## src/rtl/io_uart_tx.sv

```systemverilog
// 8N1 UART transmitter fed by a small byte FIFO, with a status byte that software
// can poll through a CPU input port.
module io_uart_tx #(
  parameter int DEPTH        = 4,
  parameter int CLKS_PER_BIT = 16
) (
  input  logic       clk,
  input  logic       reset,
  input  logic       wr_en,
  input  logic [7:0] wr_data,
  input  logic       ovf_clr,
  output logic       tx,
  output logic [7:0] status,
  output logic       busy
);

  localparam int              PW         = (DEPTH > 2) ? 2 : 1;
  localparam int              BW         = $clog2(CLKS_PER_BIT);
  localparam logic [BW-1:0]   BAUD_LAST  = BW'(CLKS_PER_BIT - 1);
  localparam logic [2:0]      COUNT_FULL = 3'(DEPTH);

  localparam logic [1:0] ST_IDLE  = 2'd0;
  localparam logic [1:0] ST_START = 2'd1;
  localparam logic [1:0] ST_DATA  = 2'd2;
  localparam logic [1:0] ST_STOP  = 2'd3;

  logic [7:0]    r_mem [DEPTH];
  logic [PW-1:0] r_wr_ptr;
  logic [PW-1:0] r_rd_ptr;
  logic [2:0]    r_count;
  logic          r_ovf;
  logic [1:0]    r_state;
  logic [BW-1:0] r_baud;
  logic [2:0]    r_bit_idx;
  logic [7:0]    r_shift;
  logic          r_tx;

  logic w_empty;
  logic w_full;
  logic w_baud_last;
  logic w_pop;
  logic w_push;
  logic w_drop;

  assign w_empty     = (r_count == 3'd0);
  assign w_full      = (r_count == COUNT_FULL);
  assign w_baud_last = (r_baud == BAUD_LAST);

  // The head is taken either from IDLE or on the final cycle of a stop bit.
  assign w_pop  = !w_empty && ((r_state == ST_IDLE) ||
                               (r_state == ST_STOP && w_baud_last));
  assign w_push = wr_en && (!w_full || w_pop);
  assign w_drop = wr_en && w_full && !w_pop;

  // NOTE: sequential state always uses non-blocking assignments so every register
  // samples the pre-edge values of the others, regardless of statement order.
  always_ff @(posedge clk) begin
    if (reset) begin
      r_wr_ptr <= '0;
      r_rd_ptr <= '0;
      r_count  <= '0;
      r_ovf    <= 1'b0;
    end else begin
      if (w_push) r_wr_ptr <= r_wr_ptr + 1'b1;
      if (w_pop)  r_rd_ptr <= r_rd_ptr + 1'b1;
      case ({w_push, w_pop})
        2'b10:   r_count <= r_count + 3'd1;
        2'b01:   r_count <= r_count - 3'd1;
        default: r_count <= r_count;
      endcase
      if (w_drop)       r_ovf <= 1'b1;
      else if (ovf_clr) r_ovf <= 1'b0;
    end
  end

  // NOTE: the storage array is deliberately left out of reset; the pointers and
  // count define which entries are valid, so clearing the data buys nothing.
  always_ff @(posedge clk) begin
    if (w_push) r_mem[r_wr_ptr] <= wr_data;
  end

  always_ff @(posedge clk) begin
    if (reset) begin
      r_state   <= ST_IDLE;
      r_baud    <= '0;
      r_bit_idx <= '0;
      r_shift   <= '0;
      r_tx      <= 1'b1;
    end else begin
      r_baud <= w_baud_last ? '0 : r_baud + 1'b1;
      case (r_state)
        ST_IDLE: begin
          r_baud <= '0;
          if (!w_empty) begin
            r_shift <= r_mem[r_rd_ptr];
            r_state <= ST_START;
            r_tx    <= 1'b0;
          end
        end
        ST_START: begin
          if (w_baud_last) begin
            r_state   <= ST_DATA;
            r_bit_idx <= '0;
            r_tx      <= r_shift[0];
            r_shift   <= {1'b0, r_shift[7:1]};
          end
        end
        ST_DATA: begin
          if (w_baud_last) begin
            if (r_bit_idx == 3'd7) begin
              r_state <= ST_STOP;
              r_tx    <= 1'b1;
            end else begin
              r_bit_idx <= r_bit_idx + 3'd1;
              r_tx      <= r_shift[0];
              r_shift   <= {1'b0, r_shift[7:1]};
            end
          end
        end
        ST_STOP: begin
          // Back-to-back frames: the next start bit follows the stop bit directly.
          if (w_baud_last) begin
            if (!w_empty) begin
              r_shift <= r_mem[r_rd_ptr];
              r_state <= ST_START;
              r_tx    <= 1'b0;
            end else begin
              r_state <= ST_IDLE;
              r_tx    <= 1'b1;
            end
          end
        end
        default: begin
          r_state <= ST_IDLE;
          r_tx    <= 1'b1;
        end
      endcase
    end
  end

  assign tx     = r_tx;
  assign busy   = (r_state != ST_IDLE);
  assign status = {1'b0, r_count, r_ovf, w_empty, w_full, busy};

endmodule

```

## config.mk

```make
export PLATFORM = sky130hd
export DESIGN_NAME = io_uart_tx
export DESIGN_NICKNAME = d
export VERILOG_FILES = /design/src/rtl/io_uart_tx.sv
export SDC_FILE = /design/constraint.sdc
export NUM_CORES = 1
export LEC_CHECK = 0
export CAP_MARGIN = 0
export CELL_PAD_IN_SITES_DETAIL_PLACEMENT = 0
export CELL_PAD_IN_SITES_GLOBAL_PLACEMENT = 1
export CORE_MARGIN = 2
export CORE_UTILIZATION = 42
export CTS_CLUSTER_DIAMETER = 30
export CTS_CLUSTER_SIZE = 10
export DETAILED_ROUTE_END_ITERATION = 10
export PLACE_DENSITY_LB_ADDON = 0.1
export SKIP_LAST_GASP = 1
export SLEW_MARGIN = 20
export SYNTH_ARGS = -nofsm -noshare
export SYNTH_HDL_FRONTEND = slang
export SYNTH_SLANG_ARGS = --single-unit
export TNS_END_PERCENT = 5
```

## constraint.sdc

```tcl
create_clock -name clk -period 2.12 [get_ports clk]
set_input_delay 0.318 -clock clk [delete_from_list [all_inputs] [get_ports clk]]
set_output_delay 0.318 -clock clk [all_outputs]
set_load 0.1 [all_outputs]
```

Yosys cells after proc, flatten, opt, wreduce, memory -nomap -nowiden --
Memories as Yosys holds them, arrays and structs flattened. A register that Yosys moved wholly into a read port is not among the register bits. Index checks and enable logic that the tools add are counted.
Word-level totals: flip-flop bits (word level) 26, memory bits (writable) 32, output and inout port bits 10, logic and storage cells 82, memories 1
Memories:
- r_mem | words 4, bits a word 8, read ports 1, clocked after Yosys merged registers in 1, wr ports 1, line 27 | logic [7:0] r_mem [DEPTH];
Cells by class: add/sub/neg operators 6, eq/ne operators 14, muxes and demuxes 31, reduce and logical (&&, ||, !) cells 21
Operators with widths (number):
- $mux 8 | 5
- $pmux 8 s4 | 1
- $mux 2 | 7
- $ne 2x2->1 const B | 6
- $pmux 3 s2 | 2
- $reduce_and 4->1 | 3
- $mux 1 | 11
- $mux 3 | 3
- $pmux 2 s4 | 1
- $reduce_bool 2->1 | 4
- $add 3x1->3 const B | 2
- $eq 2x2->1 const B | 3
- $eq 3x3->1 const B | 2
- $logic_and 1x1->1 | 5
- $reduce_and 5->1 | 1
- $add 2x1->2 const B | 2
- $add 4x1->4 const B | 1
- $eq 2x1->1 const B | 2
- $eq 4x4->1 const B | 1
- $pmux 1 s4 | 1
- $logic_not 1->1 | 3
- $logic_not 3->1 | 1
- $reduce_or 3->1 | 1
- $sub 3x1->3 const B | 1
- other kinds (2) | 3

Depth between registers and ports, before layout --
depth in word-level cells 8, mapped depth 10, mapped depth without buffers 9

Worst setup path after synthesis --
OpenSTA, ideal clock, no wires.
path type register to register, start point register r_count[0], end point register r_count[1], library setup time 0.092 ns, arrival time 2.532 ns, required time 2.028 ns, setup slack -0.503 ns, cell stages (with the launch flop) 10, buffers on the path 2, period minus slack after synthesis 2.623 ns, path through dfxtp_1 -> buf_6 -> or3_4 -> buf_6 -> inv_2 -> nor3_1 -> fa_1 -> o21a_1 -> a31oi_1 -> a311oi_1
On the way: longest elaborated chain between the ends 7
Ends and longest elaborated chain:
- from (decl) | line 30 | logic [2:0] r_count;
- from (signal assigned) | line 67 | 2'b10: r_count <= r_count + 3'd1;
- from (signal assigned) | line 68 | 2'b01: r_count <= r_count - 3'd1;
- from (signal assigned) | line 69 | default: r_count <= r_count;
- $logic_not 3->1 (*) | line 45 | assign w_empty = (r_count == 3'd0);
- named net w_empty | line 38 | logic w_empty;
- $logic_not 1->1 (*)
- $logic_and 1x1->1 (*) | line 50 | assign w_pop = !w_empty && ((r_state == ST_IDLE) ||
- $logic_or 1x1->1 | line 52 | assign w_push = wr_en && (!w_full || w_pop);
- $logic_and 1x1->1 | line 52
- $eq 2x1->1 / $eq 2x2->1 (equally long branches) | line 66 | case ({w_push, w_pop})
- $pmux 3 s2 / $reduce_bool 2->1 (equally long branches)
Mark *: on every way through the listed nets, which the timed path passes. The rest lies on a longest branch. A chain may end at the register's enable or synchronous reset.

Worst setup path in the final report --
start point register r_count[1], end point register r_count[1]
On the way: longest elaborated chain between the ends 7
Ends and longest elaborated chain (line):
- $logic_not 3->1 | 45
- $logic_not 1->1
- $logic_and 1x1->1 | 50
- $logic_or 1x1->1 | 52
- $logic_and 1x1->1 | 52
- $eq 2x1->1 / $eq 2x2->1 (equally long branches) | 66
- $pmux 3 s2 / $reduce_bool 2->1 (equally long branches)
Several ways; a longest one is shown, not always the timed one.

==> impl_metrics.env <==
export IMPL_grt_pass1_wl_um=8420
export IMPL_final_hold_viol_count=0
export IMPL_place_gp_congestion=0.722
export IMPL_synth_top_area_frac=0.348
export IMPL_coreArea_um2=6350
export IMPL_clock_sinks=60
export IMPL_worst_skew_pair_late_latency_ns=0.34
export IMPL_drt_antenna_violating_nets=0
export IMPL_final_setup_viol_count=0
export IMPL_fp_dieH_um=85.1
export IMPL_std_cell_rows=29
export IMPL_gr_usage_all_layers=0.155
export IMPL_seq_power_share=0.281
export IMPL_largest_net_degree_at_the_start_of_global_routing=17
export IMPL_worstSetupStartpointType="flop"
export IMPL_die_x_um=85.1
export IMPL_cts_tree="done"
export IMPL_finalMaxSlewViolations=0
export IMPL_worst_setup_path_end_kind="flop"
export IMPL_crit_arrival_ns=2.23
export IMPL_status="finished, final reports clean"
export IMPL_ys_top_cells_by_area="sky130_fd_sc_hd__edfxtp_1, sky130_fd_sc_hd__dfxtp_1, sky130_fd_sc_hd__mux2i_1"
export IMPL_routed_wire_length_per_instance_um=15.0
export IMPL_power_static_leakage_nw=1.22
export IMPL_grt_overflow_total=0
export IMPL_effective_utilization_at_floorplan=0.435
export IMPL_net_count_after_synthesis=251
export IMPL_detail_route_first_pass_iterations=4
export IMPL_yosysTopAreaCell="sky130_fd_sc_hd__edfxtp_1"
export IMPL_clock_tree_buffer_depth=2
export IMPL_numCtsBuffers=9
export IMPL_dp_hpwl_um=3620
export IMPL_clk_pin_slew_ns=0.07
export IMPL_cp_data_required_time_ns=2.36
export IMPL_cts_htree_levels=3
export IMPL_ys_warnings_count=0
export IMPL_cp_max_fo=9
export IMPL_synth_enable_flop_cells=32
export IMPL_synthesis_area_um2=2760
export IMPL_avgViaCountPerCell=5.35
export IMPL_p_sw_frac=0.444
export IMPL_rsz0062_at_grt="no"
export IMPL_post_cts_hold_buffer_count=0
export IMPL_synth_yosys_seq_area_share=0.550
export IMPL_wl_um=5080
export IMPL_asyncSetResetFlopFracSynth=0
export IMPL_most_common_flop_cell_mapped_by_yosys="sky130_fd_sc_hd__edfxtp_1"
export IMPL_ys_seq_elements=60
export IMPL_post_route_period_util=0.936
export IMPL_num_nets_final=281
export IMPL_part_of_the_total_power_dissipated_in_combinational_logic=0.541
export IMPL_intPower_mw=3.16
export IMPL_grt_antenna_before_repair=0
export IMPL_p_clk_frac=0.178
export IMPL_maxCapViolations=0
export IMPL_p_total_mw=5.67
export IMPL_final_cell_mix="sky130_fd_sc_hd__edfxtp_1, sky130_fd_sc_hd__dfxtp_1, sky130_fd_sc_hd__mux2i_1, sky130_fd_sc_hd__nor2_1, sky130_fd_sc_hd__buf_4"
export IMPL_post_route_drc_count=0
export IMPL_routed_via_count=1808
export IMPL_n_antenna_cell=0
export IMPL_max_freq_mhz=504
export IMPL_netlist_instances=226
export IMPL_design_portCount=22
export IMPL_timing_setup_critical_path_class="flop to flop"
export IMPL_post_route_cells_drive_above_1_share=0.261
export IMPL_most_common_library_cell_in_the_layout_ignoring_fill_and_taps="sky130_fd_sc_hd__edfxtp_1"
export IMPL_place_port_buffers=20
export IMPL_finish_utilization=0.535
export IMPL_final_setup_skew_ns=0.00465
export IMPL_post_synth_cell_area_avg_um2=12.2
export IMPL_total_switching_power_mw=2.52
export IMPL_detailedRoute_firstIterationViolations=70
export IMPL_areaGrowthSynthToFinish_pct=23.0
export IMPL_cts_root_buffer="sky130_fd_sc_hd__clkbuf_8"
export IMPL_dieArea_um2=7250
export IMPL_synthDistinctLibCells=48
export IMPL_worstHoldPathType="flop to flop"
export IMPL_power_density_cell_area_nw_per_um2=1670
export IMPL_minimum_clock_period_ns=1.98
export IMPL_first_global_vias=1803
export IMPL_worst_ir_drop_vdd_uv=1210
==> registers in the layout (all words and copies together), names as in the netlist, named ones only <==
name       count
r_baud         4
r_bit_idx      3
r_count        3
r_mem         32
r_ovf          1
r_rd_ptr       2
r_shift        8
r_state        2
r_wr_ptr       2
tx             1
==> worst paths after layout <==
kind               from         end  slack [ns]  depth (start not counted)
max          r_count[1]  r_count[1]        0.14                          7
min           r_baud[0]   r_baud[0]        0.45                          1
max reg2reg  r_count[1]  r_count[1]        0.14                          7
min reg2reg   r_baud[0]   r_baud[0]        0.45                          1
==> metal layers <==
metal	GRT usage	vias to the layer above	wire length [µm]
li1	-	888	-
met5	0	-	0
met1	0.175	871	2140
met3	0.0467	9	204
met2	0.264	40	2630
met4	0.0779	0	95
==> cell families after synthesis <==
| kind of cell | count (synthesis) | synth area share |
|---|---|---|
| xor gates and xnor gates | 5 | 0.0158 |
| DFF | 60 | 0.550 |
| AOI/OAI and AO/OA | 49 | 0.141 |
| muxes | 19 | 0.0693 |
| adders and majority gates | 13 | 0.0616 |
| buffers and inverters | 26 | 0.0493 |
| other | 1 | 0.00136 |
| and+or+nand+nor | 53 | 0.111 |
==> Yosys cell counts, drive strengths merged, types with 2 or more instances <==
master  count
a21oi       8
xnor2       2
buf        13
dfxtp      28
o221a       2
xor2        3
or3         3
nor3       10
a22o        2
inv        10
edfxtp     32
nand2b      3
o22ai      10
nand3       4
a31oi       4
a211oi      8
and2        4
o21a        2
clkbuf      3
nand2       6
nor2       19
mux2i      18
ha         12
o21ai       2
==> power groups by stage <==
stage	Clock [mW]	Combinational [mW]	Sequential, mW
2_1_floorplan	0	2.12	1.82
3_3_place_gp	0	3.00	1.60
3_5_place_dp	0	3.05	1.61
4_1_cts	1.05	3.06	1.58
5_1_grt	1.11	3.31	1.62
6_report	1.01	3.07	1.59
==> through the flow <==
step,std cells,cell area [µm²],hold slack (ns),setup TNS (ns),setup WS (ns)
detailed placement,322,3180,0.439,0,0.0101
global placement,322,3180,0.427,0,0.104
global route,338,3400,0.486,0,0.0210
CTS,338,3380,0.457,0,0.0232
finish,338,3400,0.454,0,0.135
floorplan,226,2800,0.417,-0.171,-0.110
==> timing repair <==
action                                  CTS  global route
resized for setup                         0             6
endpoints found under the setup margin    0             9
setup buffers                             0             0
hold endpoints to repair                  0             0
==> critical path, cell delays in order, from the launching register on <==
cell and delay (ns):
sky130_fd_sc_hd__dfxtp_4 0.38, sky130_fd_sc_hd__or3_4 0.41, sky130_fd_sc_hd__inv_4 0.11, sky130_fd_sc_hd__nor3_4 0.05, sky130_fd_sc_hd__fa_2 0.57, sky130_fd_sc_hd__o21a_1 0.11, sky130_fd_sc_hd__a31oi_1 0.07, sky130_fd_sc_hd__a311oi_1 0.19
==> final cells by class <==
cell class | instances | area [µm²]
sequential | 60 | 1540
inverter | 10 | 40.0
timing repair buffer | 35 | 390
clock buffer | 9 | 124
clock inverter | 7 | 75.1
tap | 77 | 96.3
multi-input combinational | 140 | 1140
fill | 529 | 2950
Note: power is estimated with default switching activity, not from simulation.
